`src/rtl/if_id_pipe.sv`:
```
// IF/ID pipeline register with valid/ready handshake, synchronous flush and an
// optional two-entry skid buffer. Empty slots present PC 0 and NOP_INST.
module if_id_pipe #(
  parameter int unsigned       ADDR_W   = 32,
  parameter int unsigned       INST_W   = 32,
  parameter logic [INST_W-1:0] NOP_INST = INST_W'(32'h0000_0000),
  parameter bit                SKID_EN  = 1'b1
) (
  input  logic              clk,
  input  logic              rst,
  input  logic              flush,
  input  logic              if_valid,
  output logic              if_ready,
  input  logic [ADDR_W-1:0] if_pc,
  input  logic [INST_W-1:0] if_inst,
  output logic              id_valid,
  input  logic              id_ready,
  output logic [ADDR_W-1:0] id_pc,
  output logic [INST_W-1:0] id_inst
);

  if (SKID_EN) begin : g_skid
    typedef enum logic [1:0] {EMPTY, FULL, SKID} state_t;

    state_t            state_q, state_d;
    logic [ADDR_W-1:0] m_pc_q, m_pc_d, s_pc_q, s_pc_d;
    logic [INST_W-1:0] m_inst_q, m_inst_d, s_inst_q, s_inst_d;
    logic              valid_q, rdy_q;
    logic              accept, consume;

    assign accept  = if_valid && rdy_q;
    assign consume = valid_q && id_ready;

    // State, slot and registered-handshake update
    always_ff @(posedge clk) begin
      if (rst) begin
        state_q  <= EMPTY;
        m_pc_q   <= '0;
        m_inst_q <= NOP_INST;
        s_pc_q   <= '0;
        s_inst_q <= NOP_INST;
        valid_q  <= 1'b0;
        rdy_q    <= 1'b1;
      end else begin
        state_q  <= state_d;
        m_pc_q   <= m_pc_d;
        m_inst_q <= m_inst_d;
        s_pc_q   <= s_pc_d;
        s_inst_q <= s_inst_d;
        valid_q  <= (state_d != EMPTY);
        rdy_q    <= (state_d != SKID);
      end
    end

    // Next state and slot contents; flush overrides the handshake
    always_comb begin
      state_d  = state_q;
      m_pc_d   = m_pc_q;
      m_inst_d = m_inst_q;
      s_pc_d   = s_pc_q;
      s_inst_d = s_inst_q;
      if (flush) begin
        state_d  = EMPTY;
        m_pc_d   = '0;
        m_inst_d = NOP_INST;
      end else begin
        case (state_q)
          EMPTY: begin
            if (accept) begin
              m_pc_d   = if_pc;
              m_inst_d = if_inst;
              state_d  = FULL;
            end
          end
          FULL: begin
            if (accept && consume) begin
              m_pc_d   = if_pc;
              m_inst_d = if_inst;
            end else if (accept) begin
              s_pc_d   = if_pc;
              s_inst_d = if_inst;
              state_d  = SKID;
            end else if (consume) begin
              m_pc_d   = '0;
              m_inst_d = NOP_INST;
              state_d  = EMPTY;
            end
          end
          SKID: begin
            if (consume) begin
              m_pc_d   = s_pc_q;
              m_inst_d = s_inst_q;
              state_d  = FULL;
            end
          end
          default: begin
            state_d  = EMPTY;
            m_pc_d   = '0;
            m_inst_d = NOP_INST;
          end
        endcase
      end
    end

    assign if_ready = rdy_q;
    assign id_valid = valid_q;
    assign id_pc    = m_pc_q;
    assign id_inst  = m_inst_q;

  end else begin : g_single
    logic [ADDR_W-1:0] m_pc_q;
    logic [INST_W-1:0] m_inst_q;
    logic              valid_q;
    logic              accept, consume;

    assign if_ready = !valid_q || id_ready;
    assign accept   = if_valid && if_ready;
    assign consume  = valid_q && id_ready;

    // Single slot: load on accept, drain to NOP on consume or flush
    always_ff @(posedge clk) begin
      if (rst || flush) begin
        valid_q  <= 1'b0;
        m_pc_q   <= '0;
        m_inst_q <= NOP_INST;
      end else if (accept) begin
        valid_q  <= 1'b1;
        m_pc_q   <= if_pc;
        m_inst_q <= if_inst;
      end else if (consume) begin
        valid_q  <= 1'b0;
        m_pc_q   <= '0;
        m_inst_q <= NOP_INST;
      end
    end

    assign id_valid = valid_q;
    assign id_pc    = m_pc_q;
    assign id_inst  = m_inst_q;
  end

endmodule

```
`config.mk`:
```
export PLATFORM = sky130hd
export DESIGN_NAME = if_id_pipe
export DESIGN_NICKNAME = d
export VERILOG_FILES = /design/src/rtl/if_id_pipe.sv
export SDC_FILE = /design/constraint.sdc
export NUM_CORES = 1
export LEC_CHECK = 0
export CAP_MARGIN = 20
export CORE_ASPECT_RATIO = 1.1
export CORE_MARGIN = 2
export CORE_UTILIZATION = 46
export DETAILED_ROUTE_END_ITERATION = 8
export GPL_TIMING_DRIVEN = 0
export PLACE_DENSITY = 0.78
export RECOVER_POWER = 100
export SYNTH_ARGS = -nofsm -noshare
export SYNTH_HDL_FRONTEND = slang
export SYNTH_SLANG_ARGS = --single-unit
```
`constraint.sdc`:
```
create_clock -name clk -period 1.74 [get_ports clk]
set_clock_uncertainty 0.2 [all_clocks]
set_input_delay 0.261 -clock clk [delete_from_list [all_inputs] [get_ports clk]]
set_output_delay 0.261 -clock clk [all_outputs]
set_load 0.05 [all_outputs]
```
==> flow_summary.toml <==
[cells_and_area]
final_cells = 1104
layout_commonest_cell = "dfxtp_1"
nNetsFinal = 999
drive_gt1_frac = 0.3298
syn_to_final_growth_pct = 60.40
fill_cells = 904
most-common-layout-cells = "dfxtp_1 (129), nand2_1 (111), nor2_1 (67), clkdlybuf4s50_1 (67)"
n_antenna_cell = 0

[grt]
antenna_found_initial = 1
grt_pass1_vias = 6159
grtUsageTotal = 0.2809
grt_max_degree = 17
grt_overflow = 0
grt_first_pass_wirelength_mm = 31.39

[synth]
synth_top_area_share = 0.4352
yosys-top-cells-area = "dfxtp_1 (44%), mux2i_1 (11%), nand2_1 (8.1%), a22oi_1 (7.9%), o22ai_1 (6.6%)"
synth_seq_cells = 132
synth.largest_area_cell = "dfxtp_1"
netlist_area_sq_um = 6072
ys_seq_area_frac = 0.4352
synthCells = 747
ys_warn_count = 0
syn_nets = 816
synth_area_per_cell_sq_um = 8.129
synthDistinctLibCells = 28

[setup_path]
cp.required_ns = 1.82
crit_fanout = 14
cp-end-kind = "register"
crit_type = "in -> reg"
critPathBufInv = 3
worst_ep_arrival_time_ns = 1.97
max_stage_delay_ns = 0.64
crit_family = "buffers and inverters"
critPathLaunchType = "input pin"
worstPathCellList = "dlygate4sd3_1 -> or4b_4 -> buf_4 -> buf_8 -> nand2_1 -> a21oi_1"
crit_slowest_cell = "dlygate4sd3_1"

[place]
gp_congestion = 0.7906
pre_cts_slack_ns = -0.7539
dp_hpwl_mm = 11.94
port_buffers = 134
place_inst = 1042

[timing]
postLayoutSetupSlackWorst_ns = -0.1451
rsz0062_at_grt = "yes"
hold_viol_final = 0
fin_crit_sh = 1.083
drv_slew = 0
hold_ws_ns = 0.2406
timing.fmax_mhz = 530.5
finalSetupViolCount = 112
worst_pin_slew_ns = 0.6409
period_needed_ns = 1.885
slew-limit-headroom = 0.5728
fin_tns_setup_ns = -8.317

[die]
initial_utilization = 0.4654
ioPinCount = 135
row_count = 44
core-area_sq_um = 13050
die_area_sq_um = 14140
die_h_um = 124.5
fp.dieW_um = 113.5

[clocking]
tritoncts = "built"
cts_root_buffer = "clkbuf_16"
htreeDepth = 4
hold_buffers = 0
cts_buffers = 17
insertion_delay_ns = 0.43
clk_path_buf_depth = 2
clock-sinks = 132
clk_pin_slew_ns = 0.06

[hold_path]
hp-class = "in -> reg"

[power]
p_leak_nw = 3.299
total_power_mw = 8.590
cellPowerDensity_nw_per_um2 = 882.0
vdd_drop_max_mv = 0.7665

[drt]
first_iter_violations = 588
drt-total-wl_mm = 20.82
drt_pass1_iterations = 5
vias = 6465
antenna_left = 0
drc = 0
routed_via_density = 5.856
avgRoutedWirePerCell_um = 18.86

[run_status]
status = "complete, but fails checks"
violations = "setup timing"

[run]
drv_cap = 0
[state kept, by name (all words and copies together), names as in the netlist]
name             count
if_ready             1
id_valid             1
g_skid.state_q       2
g_skid.s_pc_q       32
id_inst             32
id_pc               32
g_skid.s_inst_q     32
[Yosys cell counts]
cell,count
a21oi_1,67
a22oi_1,64
and2_1,1
and3_1,1
buf_1,2
buf_2,24
buf_4,1
buf_6,6
clkbuf_1,46
dfxtp_1,132
mux2i_1,64
nand2_1,131
nand3_1,64
nand3b_4,1
nor2_1,67
nor2b_1,1
nor3_1,1
nor4b_1,1
o21ai_0,1
o21ba_2,1
o21bai_1,1
o22ai_1,64
o22ai_2,1
o2bb2ai_2,1
or2_2,1
or3_1,1
or4b_1,1
xnor2_1,1
[layer usage]
metal / vias to the layer above / global-route usage / part of all wire
met5: - / 0 / 0.00062
met4: 2 / 0.1098 / 0.026
met3: 46 / 0.06813 / 0.059
met2: 261 / 0.4783 / 0.51
met1: 3109 / 0.3392 / 0.41
li1: 3047 / - / -
[layout make-up]
class | instances | area, sq um | share of cell area
tap | 161 | 201.4 | 0.02068
clock inverter | 9 | 122.6 | 0.01259
buffer | 75 | 732.0 | 0.07515
clock buffer | 23 | 499.2 | 0.05126
sequential | 132 | 2651 | 0.2722
multi-input combinational | 536 | 3642 | 0.3740
timing repair buffer | 168 | 1891 | 0.1941
[worst reg2reg max path, cell delays in order (launching register included)]
cell      delay (ns)
dfxtp_4         0.34
nand3b_4        0.18
or4b_4          0.53
buf_4           0.17
buf_8           0.15
nand2_1         0.07
a21oi_1         0.07
[timing repair]
| item | in CTS | in global routing |
|---|---|---|
| pin swaps | 34 | 78 |
| gates resized for setup | 363 | 130 |
| gates cloned | 7 | 9 |
| setup endpoints to repair | 195 | 143 |
| setup buffers | 17 | 1 |
[stage by stage]
stage / utilization / cell area, sq um
after floorplan: - / 6082
after global placement: 0.5844 / 7625
after detailed placement: 0.5844 / 7625
after CTS: 0.7062 / 9214
after global routing: 0.7465 / 9739
final: 0.7465 / 9739
[logic make-up (layout without fill, tap and decap cells)]
group / Yosys count / after routing / synth area share
AO/OA/AOI/OAI: 200 / 200 / 0.2085
multiplexers: 64 / 64 / 0.1055
flip-flops: 132 / 132 / 0.4352
AND/OR/NAND/NOR: 271 / 271 / 0.1875
buffers and inverters: 79 / 275 / 0.06182
XOR/XNOR: 1 / 1 / 0.001443
[path summary, 6_finish.rpt]
path	startpoint	to	slack [ns]	cells after the start
worst min-delay path	if_inst[15]	g_skid.s_inst_q[15]	0.24	3
worst min register to register	g_skid.s_inst_q[31]	g_skid.s_inst_q[31]	0.25	2
worst max register to register	g_skid.state_q[1]	g_skid.s_pc_q[23]	-0.12	6
worst max-delay path	flush	g_skid.s_pc_q[23]	-0.15	6
[power by group]
group	internal [mW]	switching, mW
clock	2.44	1.34
sequential	3.10	0.0540
combinational	0.768	0.892
Power figures use the tool's default switching activity.
